--- src/rtl/ps2_pkg.sv ---
// Shared PS/2 receiver definitions: frame geometry, FSM state encoding and
// the odd-parity check used when a frame's stop bit arrives.
package ps2_pkg;

  localparam int FRAME_BITS = 11;
  localparam int DATA_BITS  = 8;

  typedef enum logic [1:0] {
    IDLE,
    DATA,
    PARITY,
    STOP
  } ps2_state_e;

  function automatic logic odd_parity_ok(input logic [DATA_BITS-1:0] byte_i, input logic par_i);
    return ^{byte_i, par_i};
  endfunction

endpackage

--- src/rtl/sync_fifo.sv ---
// Show-ahead FIFO: head is combinational, push/pop land on the next edge (1 cycle).
// Push while full is dropped unless a pop happens in the same cycle; pop while empty is ignored.
module sync_fifo #(
  parameter int WIDTH = 8,
  parameter int DEPTH = 8
) (
  input  logic                   clk,
  input  logic                   rst_n,
  input  logic                   push,
  input  logic [WIDTH-1:0]       push_dat,
  input  logic                   pop,
  output logic [WIDTH-1:0]       head_dat,
  output logic                   full,
  output logic                   empty,
  output logic [$clog2(DEPTH):0] count
);

  localparam int AW = $clog2(DEPTH);

  logic [WIDTH-1:0] mem_q [DEPTH];
  logic [AW-1:0]    wr_ptr_q;
  logic [AW-1:0]    rd_ptr_q;
  logic [AW:0]      count_q;
  logic [AW:0]      count_d;
  logic             do_push;
  logic             do_pop;

  assign empty   = (count_q == '0);
  assign full    = (count_q == (AW+1)'(DEPTH));
  assign do_pop  = pop && !empty;
  // A pop frees the head slot on the same edge, so a full FIFO can still take a push.
  assign do_push = push && (!full || do_pop);

  always_comb begin
    count_d = count_q;
    if (do_push && !do_pop) begin
      count_d = count_q + 1'b1;
    end else if (do_pop && !do_push) begin
      count_d = count_q - 1'b1;
    end
  end

  always_ff @(posedge clk or negedge rst_n) begin
    if (!rst_n) begin
      wr_ptr_q <= '0;
      rd_ptr_q <= '0;
      count_q  <= '0;
    end else begin
      if (do_push) wr_ptr_q <= wr_ptr_q + 1'b1;
      if (do_pop)  rd_ptr_q <= rd_ptr_q + 1'b1;
      count_q <= count_d;
    end
  end

  always_ff @(posedge clk) begin
    if (do_push) mem_q[wr_ptr_q] <= push_dat;
  end

  assign head_dat = empty ? '0 : mem_q[rd_ptr_q];
  assign count    = count_q;

endmodule

--- src/rtl/ps2_rx_buffered.sv ---
// PS/2 device-to-host receiver feeding a show-ahead byte FIFO; a byte is visible the cycle after its stop edge.
// Consumer backpressure is ready; frames arriving while the FIFO is full and not popped are dropped and flagged.
module ps2_rx_buffered
  import ps2_pkg::*;
#(
  parameter int DEPTH    = 8,
  parameter int TIMEOUT  = 50000,
  parameter int DROP_BAD = 1
) (
  input  logic                   clk,
  input  logic                   rst_n,
  input  logic                   ps2_clk,
  input  logic                   ps2_data,
  input  logic                   ready,
  input  logic                   err_clr,
  output logic [7:0]             data,
  output logic                   valid,
  output logic [$clog2(DEPTH):0] count,
  output logic                   empty,
  output logic                   full,
  output logic                   parity_err,
  output logic                   stop_err,
  output logic                   timeout_err,
  output logic                   overflow
);

  localparam int TW = (TIMEOUT > 1) ? $clog2(TIMEOUT) : 1;

  logic [1:0]           clk_sync_q;
  logic [1:0]           dat_sync_q;
  logic                 clk_prev_q;
  logic                 fall;
  logic                 sample;

  ps2_state_e           state_q;
  logic [2:0]           bit_idx_q;
  logic [DATA_BITS-1:0] shift_q;
  logic                 parity_q;
  logic [TW-1:0]        tmo_q;
  logic                 parity_err_q;
  logic                 stop_err_q;
  logic                 timeout_err_q;
  logic                 overflow_q;

  logic                 at_stop;
  logic                 par_bad;
  logic                 stop_bad;
  logic                 tmo_hit;
  logic                 frame_push;
  logic                 fifo_pop;
  logic                 ovf_evt;

  // Synchronisers idle high so leaving reset never fakes a falling edge.
  always_ff @(posedge clk or negedge rst_n) begin
    if (!rst_n) begin
      clk_sync_q <= 2'b11;
      dat_sync_q <= 2'b11;
      clk_prev_q <= 1'b1;
    end else begin
      clk_sync_q <= {clk_sync_q[0], ps2_clk};
      dat_sync_q <= {dat_sync_q[0], ps2_data};
      clk_prev_q <= clk_sync_q[1];
    end
  end

  assign fall   = !clk_sync_q[1] && clk_prev_q;
  assign sample = dat_sync_q[1];

  assign at_stop    = fall && (state_q == STOP);
  assign par_bad    = !odd_parity_ok(shift_q, parity_q);
  assign stop_bad   = !sample;
  assign tmo_hit    = (state_q != IDLE) && !fall && (tmo_q == TW'(TIMEOUT - 1));
  assign frame_push = at_stop && ((!par_bad && !stop_bad) || (DROP_BAD == 0));
  assign fifo_pop   = valid && ready;
  assign ovf_evt    = frame_push && full && !fifo_pop;

  always_ff @(posedge clk or negedge rst_n) begin
    if (!rst_n) begin
      state_q       <= IDLE;
      bit_idx_q     <= '0;
      shift_q       <= '0;
      parity_q      <= 1'b0;
      tmo_q         <= '0;
      parity_err_q  <= 1'b0;
      stop_err_q    <= 1'b0;
      timeout_err_q <= 1'b0;
      overflow_q    <= 1'b0;
    end else begin
      if ((state_q == IDLE) || fall || tmo_hit) begin
        tmo_q <= '0;
      end else begin
        tmo_q <= tmo_q + 1'b1;
      end

      if (tmo_hit) begin
        state_q <= IDLE;
      end else if (fall) begin
        unique case (state_q)
          IDLE: begin
            if (!sample) begin
              state_q   <= DATA;
              bit_idx_q <= '0;
            end
          end
          DATA: begin
            shift_q   <= {sample, shift_q[DATA_BITS-1:1]};
            bit_idx_q <= bit_idx_q + 1'b1;
            if (bit_idx_q == 3'(DATA_BITS - 1)) state_q <= PARITY;
          end
          PARITY: begin
            parity_q <= sample;
            state_q  <= STOP;
          end
          STOP:    state_q <= IDLE;
          default: state_q <= IDLE;
        endcase
      end

      // A new error event wins over a same-cycle clear.
      parity_err_q  <= (at_stop && par_bad)  || (parity_err_q  && !err_clr);
      stop_err_q    <= (at_stop && stop_bad) || (stop_err_q    && !err_clr);
      timeout_err_q <= tmo_hit               || (timeout_err_q && !err_clr);
      overflow_q    <= ovf_evt               || (overflow_q    && !err_clr);
    end
  end

  sync_fifo #(
    .WIDTH (DATA_BITS),
    .DEPTH (DEPTH)
  ) u_fifo (
    .clk      (clk),
    .rst_n    (rst_n),
    .push     (frame_push),
    .push_dat (shift_q),
    .pop      (fifo_pop),
    .head_dat (data),
    .full     (full),
    .empty    (empty),
    .count    (count)
  );

  assign valid       = !empty;
  assign parity_err  = parity_err_q;
  assign stop_err    = stop_err_q;
  assign timeout_err = timeout_err_q;
  assign overflow    = overflow_q;

endmodule

--- config.mk ---
export PLATFORM = sky130hd
export DESIGN_NAME = ps2_rx_buffered
export DESIGN_NICKNAME = d
export VERILOG_FILES = /design/src/rtl/ps2_pkg.sv /design/src/rtl/sync_fifo.sv /design/src/rtl/ps2_rx_buffered.sv
export SDC_FILE = /design/constraint.sdc
export NUM_CORES = 1
export LEC_CHECK = 0
export BUFFER_PORTS_ARGS = -buffer_cell sky130_fd_sc_hd__buf_2
export CAP_MARGIN = 10
export CORE_ASPECT_RATIO = 0.5
export CORE_MARGIN = 1
export CORE_UTILIZATION = 53
export DETAILED_ROUTE_END_ITERATION = 6
export PLACE_DENSITY = 0.82
export REMOVE_ABC_BUFFERS = 1
export SETUP_SLACK_MARGIN = 0.5
export SYNTH_ARGS = -nofsm -noshare
export SYNTH_HDL_FRONTEND = slang
export SYNTH_SLANG_ARGS = --single-unit
export TNS_END_PERCENT = 30
--- constraint.sdc ---
create_clock -name clk -period 7.49 [get_ports clk]
set_input_delay 0.3745 -clock clk [delete_from_list [all_inputs] [get_ports clk]]
set_output_delay 0.3745 -clock clk [all_outputs]
set_load 0.01 [all_outputs]
## Yosys cells after proc, flatten, opt, wreduce, memory -nomap -nowiden

Memory sizes are Yosys's and may differ from the RTL's.
Index checks and enable logic that the tools add are counted.

- Bits of input ports: 6
- Word-level logic and storage cells: 92
- Register bits after elaboration: 49
- Memories: 1
- Output and inout port bits: 19
- Bits in writable memories: 64

- Bitwise gates (word level): 1
- Muxes and demuxes: 13
- Add/sub/neg operators: 6
- Equal/unequal tests: 9
- Reductions and logical operators: 47

Memories:

| name | depth | bits a word | read ports | clocked after Yosys merged registers in | write ports | RTL line | text |
|---|---|---|---|---|---|---|---|
| u_fifo.mem_q | 8 | 8 | 1 | 0 | 1 | sync_fifo.sv:20 | `logic [WIDTH-1:0] mem_q [DEPTH];` |

Operator list:

| cell | number |
|---|---|
| logical AND 1 bit | 19 |
| adder 16 x 1 -> 16 bit (second input constant) | 1 |
| equality test 16 bit (second input constant) | 1 |
| 2-to-1 mux 16 bit | 1 |
| zero test 1 bit | 10 |
| adder 3 x 1 -> 3 bit (second input constant) | 3 |
| AND reduction 3 bit | 3 |
| XOR reduction 9 bit | 1 |
| 2-to-1 mux 2 bit | 4 |
| 2-to-1 mux 4 bit | 2 |
| 2-to-1 mux 8 bit | 1 |
| one-hot mux 2 bit (4 select lines) | 1 |
| nonzero test 2 bit | 4 |
| logical OR 1 bit | 7 |
| inequality test 3 bit (second input constant) | 2 |
| one-hot mux 3 bit (2 select lines) | 1 |
| adder 4 x 1 -> 4 bit (second input constant) | 1 |
| equality test 2 bit (second input constant) | 2 |
| equality test 4 bit (second input constant) | 1 |
| zero test 4 bit | 1 |
| AND reduction 4 bit | 1 |
| subtractor 4 x 1 -> 4 bit (second input constant) | 1 |
| equality test 3 bit (second input constant) | 1 |
| 2-to-1 mux 3 bit | 1 |
| 5 further kinds | 6 |

## Depth between registers and ports, before layout

- Depth in word-level cells: 10
- Depth in mapped cells: 12
- Depth with buffers taken out: 12

## Cells and area by module

Synthesis repeated with hierarchy kept, for this count alone.

- Cell total of the unflattened synthesis: 315
- Area total of the unflattened synthesis: 4944.7 um^2

Modules (own cells, without submodules):

| module | area an instance (um^2) | cells each | times used |
|---|---|---|---|
| sync_fifo | 3052.9 | 158 | 1 |
| ps2_rx_buffered | 1891.8 | 157 | 1 |

## Worst setup path before layout

OpenSTA, ideal clock, no wires.

- Path kind: register to register
- From: register shift_q[0]
- To: register u_fifo.count_q[3] (netlist: u_fifo.count[3])
- Library setup time: 0.127 ns
- Stages on the path, launching flop included: 12
- Path slack: 4.750 ns
- Arrival: 2.613 ns
- Cell sequence: dfrtp_1 > xnor3_1 > a211o_1 > mux2i_4 > ha_1 > inv_1 > ha_1 > a21o_1 > a21oi_1 > xnor2_1 > nor2_1 > xor2_1

- Word-level cells in the longest chain between the ends: 7
- Elaborated cells on any way between the ends: 9

RTL lines:

| element | RTL line | text |
|---|---|---|
| start, declared | ps2_rx_buffered.sv:37 | `logic [DATA_BITS-1:0] shift_q;` |
| start signal, assigned | ps2_rx_buffered.sv:106 | `shift_q <= {sample, shift_q[DATA_BITS-1:1]};` |
| XOR reduction 9 bit * | ps2_pkg.sv:16 | `return ^{byte_i, par_i};` |
| logical AND 1 bit * (2 in a row) | ps2_rx_buffered.sv:73 | `assign frame_push = at_stop && ((!par_bad && !stop_bad) \|\| (DROP_BAD == 0));` |
| logical AND 1 bit * | sync_fifo.sv:32 | `assign do_push = push && (!full \|\| do_pop);` |
| named net u_fifo.do_push | sync_fifo.sv:25 | `logic do_push;` |
| zero test 1 bit | sync_fifo.sv:38 | `end else if (do_pop && !do_push) begin` |
| logical AND 1 bit | sync_fifo.sv:38 |  |
| nonzero test 2 bit (no line) | -- |  |
| end signal, assigned | sync_fifo.sv:51 | `count_q <= count_d;` |
| end, declared | sync_fifo.sv:23 | `logic [AW:0] count_q;` |

The timed path passes the listed nets; every way through them passes the cells marked *.
A chain may end at the register's enable or synchronous reset.

## Final worst setup path

Same ends and word-level chain as after synthesis.

==> impl_metrics.ini <==
[power_and_ir_drop]
max-vdd-ir-drop_v = 0.000212
powerDensity_nw_per_um2 = 414
static-leakage-power_nw = 2.26
power_mw = 2.35

[setup_path]
crit_required_ns = 7.77
path_class = reg -> reg
crit_path_start_kind = flip-flop
critPathBufInv = 1
cp-end-kind = flip-flop
timing.critical_path.mode_cell = ha_1
crit_arrival_ns = 3.43
cp_slowest_cell = xnor3_1
r2r_cells = 11
r2r_start = shift_q[0]
crit_family = XOR/XNOR gates
crit_chain = xnor3_1 > a211o_1 > mux2i_4 > ha_1 > inv_1 > ha_1 > a21o_1 > a21oi_1 > xnor2_1 > nor2_1 > xor2_1
critPathMaxStageDelay_ns = 0.52
r2r_end = u_fifo.count[3]
worst-path-max-fanout = 10
rrSetupSlack_ns = 4.35

[timing]
slew_viol_final = 0
max_freq_mhz = 318
slew_headroom = 0.260
skew_ns = 0.00869
setup_viol = 0
rsz0062_at_grt = no
finalWorstSetupSlack_ns = 4.35
hold_ws_ns = 0.0695
hold_viol = 0
finalCritPeriodShare = 0.420
tns_ns = 0
period_needed_ns = 3.14
tightest_slew_ns = 1.11

[final_layout]
drive_gt1_frac = 0.272
mostFrequentLayoutCells = 64 x edfxtp_1, 44 x dfrtp_1, 36 x nor2_1, 24 x buf_2, 17 x clkbuf_16
multi_input_area_um2 = 1620
stdcell_count = 477
diodes = 0
area_growth_pct = 16.9
seq_area_um2 = 3150
fin_nets = 366
n_fill_cell = 585
final_common_cell = edfxtp_1

[floorplan]
io_pins = 25
die_h_um = 69.6
core_um2 = 8800
start_util = 0.551
die_w_um = 137
rows = 24
die_area_um2 = 9560

[placement]
hpwl_um = 5650
gp_congestion = 0.776
dp.cells = 445
place_ws_ns = 4.44
portBuffers = 24

[global_route]
grt_overflow = 0
track_usage = 0.231
grt_max_degree = 50
grt_pass1_wl_um = 15600
grt_pass1_vias = 2952
antenna_found_initial = 0

[cts]
cts_tree = yes
h-tree-depth = 4
clockRootBuffer = clkbuf_16
post-cts-setup-buffer-count = 0
clkTransAtPathRegs_ns = 0.05
postCtsHoldBufs = 0
cts-resized-gates = 0
cts_sinks = 113
cts_buffer_depth = 2
clock_latency_ns = 0.41
cts_buffers = 17

[yosys]
syn_inst = 311
seq_area_frac_synth = 0.651
syn_area_per_cell_um2 = 15.6
ys_seq_elements = 113
synth_top_area_frac = 0.396
yosys.area.top_type = edfxtp_1
syn-cell-area_um2 = 4850
synth_warnings = 0
synth_area_leaders = edfxtp_1 40%, dfrtp_1 23%, mux4_2 7.4%
ys_types = 51

[routing]
drtAntennaViolNets = 0
firstDrtPassIters = 4
avgRoutedWirePerCell_um = 19.8
via_count = 2708
viasPerCell = 5.68
drt_iter0_markers = 183
drc_errors = 0
routed_wirelength_um = 9460

[flow_run]
max_cap_viol_count = 0

[min_path]
holdCritStartpoint = ps2_data
min_path_type = in -> reg
hold_depth = 1
min_to = dat_sync_q[0]

[status]
status = complete, no violations
-- cells in the mapped netlist (all sizes together) --
cell type	instances
and4b	1
clkinv	1
a211oi	1
a21oi	1
nand2b	3
clkbuf	3
o21ai	4
and4	1
nor2	36
a21boi	1
or2	1
a32o	2
xnor3	2
nor3	5
dfstp	5
edfxtp	64
a21o	2
nor2b	1
nand2	16
ha	12
mux2i	10
nor4	2
or4b	1
xnor2	13
fa	1
inv	8
o211ai	1
or3	1
nand4b	1
mux2	12
buf	4
a211o	1
mux4	16
o2bb2ai	3
xor2	13
nand4	4
nand3	10
or4	2
and3	2
dfrtp	44
-- flip-flops by register name (all words and copies together), names as in the netlist --
| signal | flops |
|---|---|
| u_fifo.count | 4 |
| dat_sync_q | 2 |
| clk_sync_q | 2 |
| overflow | 1 |
| parity_q | 1 |
| u_fifo.rd_ptr_q | 3 |
| tmo_q | 16 |
| stop_err | 1 |
| bit_idx_q | 3 |
| shift_q | 8 |
| clk_prev_q | 1 |
| u_fifo.wr_ptr_q | 3 |
| timeout_err | 1 |
| u_fifo.mem_q | 64 |
| parity_err | 1 |
| state_q | 2 |
-- power breakdown --
part | internal (mW) | switching [mW]
clock | 0.528 | 0.264
sequential | 0.784 | 0.178
combinational | 0.318 | 0.276
-- per-stage QoR --
stage / instance area [um2] / utilization
CTS: 5670 / 0.644
global route: 5670 / 0.644
detailed placement: 5070 / 0.577
floorplan: 4810 / -
finish: 5670 / 0.644
global placement: 5070 / 0.577
-- per-layer routing --
metal | part of all wire | up-vias | wire length [um] | track usage
met2 | 0.53 | 66 | 5040 | 0.394
met1 | 0.41 | 1390 | 3860 | 0.272
met4 | 0.014 | 0 | 136 | 0.0879
met3 | 0.046 | 15 | 434 | 0.0753
met5 | 0 | - | 0 | 0
li1 | - | 1237 | - | -
-- layout make-up --
cell class | count | area share
clock buffers | 21 | 0.0795
clock inverters | 11 | 0.0247
inverters | 9 | 0.00596
multi-input cells | 182 | 0.286
flip-flops and latches | 113 | 0.557
well taps | 117 | 0.0258
repair buffers | 24 | 0.0212
-- worst max-delay path by stage --
stage                     startpoint               to  slack (ns)  cells after the start
after floorplan           shift_q[0]  u_fifo.count[3]        4.75                     11
after detailed placement  shift_q[0]  u_fifo.count[3]        4.44                     11
after CTS                 shift_q[0]  u_fifo.count[3]        4.36                     11
final                     shift_q[0]  u_fifo.count[3]        4.35                     11
after global placement    shift_q[0]  u_fifo.count[3]        4.61                     11
after global routing      shift_q[0]  u_fifo.count[3]        4.16                     11
-- cells by family after synthesis --
group / synth area share
flip-flops: 0.651
AND/OR/NAND/NOR: 0.0914
multiplexers: 0.126
XOR/XNOR: 0.0565
AO/OA/AOI/OAI: 0.0250
buffers and inverters: 0.0150
adder cells (fa/ha/maj): 0.0351
(Power assumes the default switching activity.)
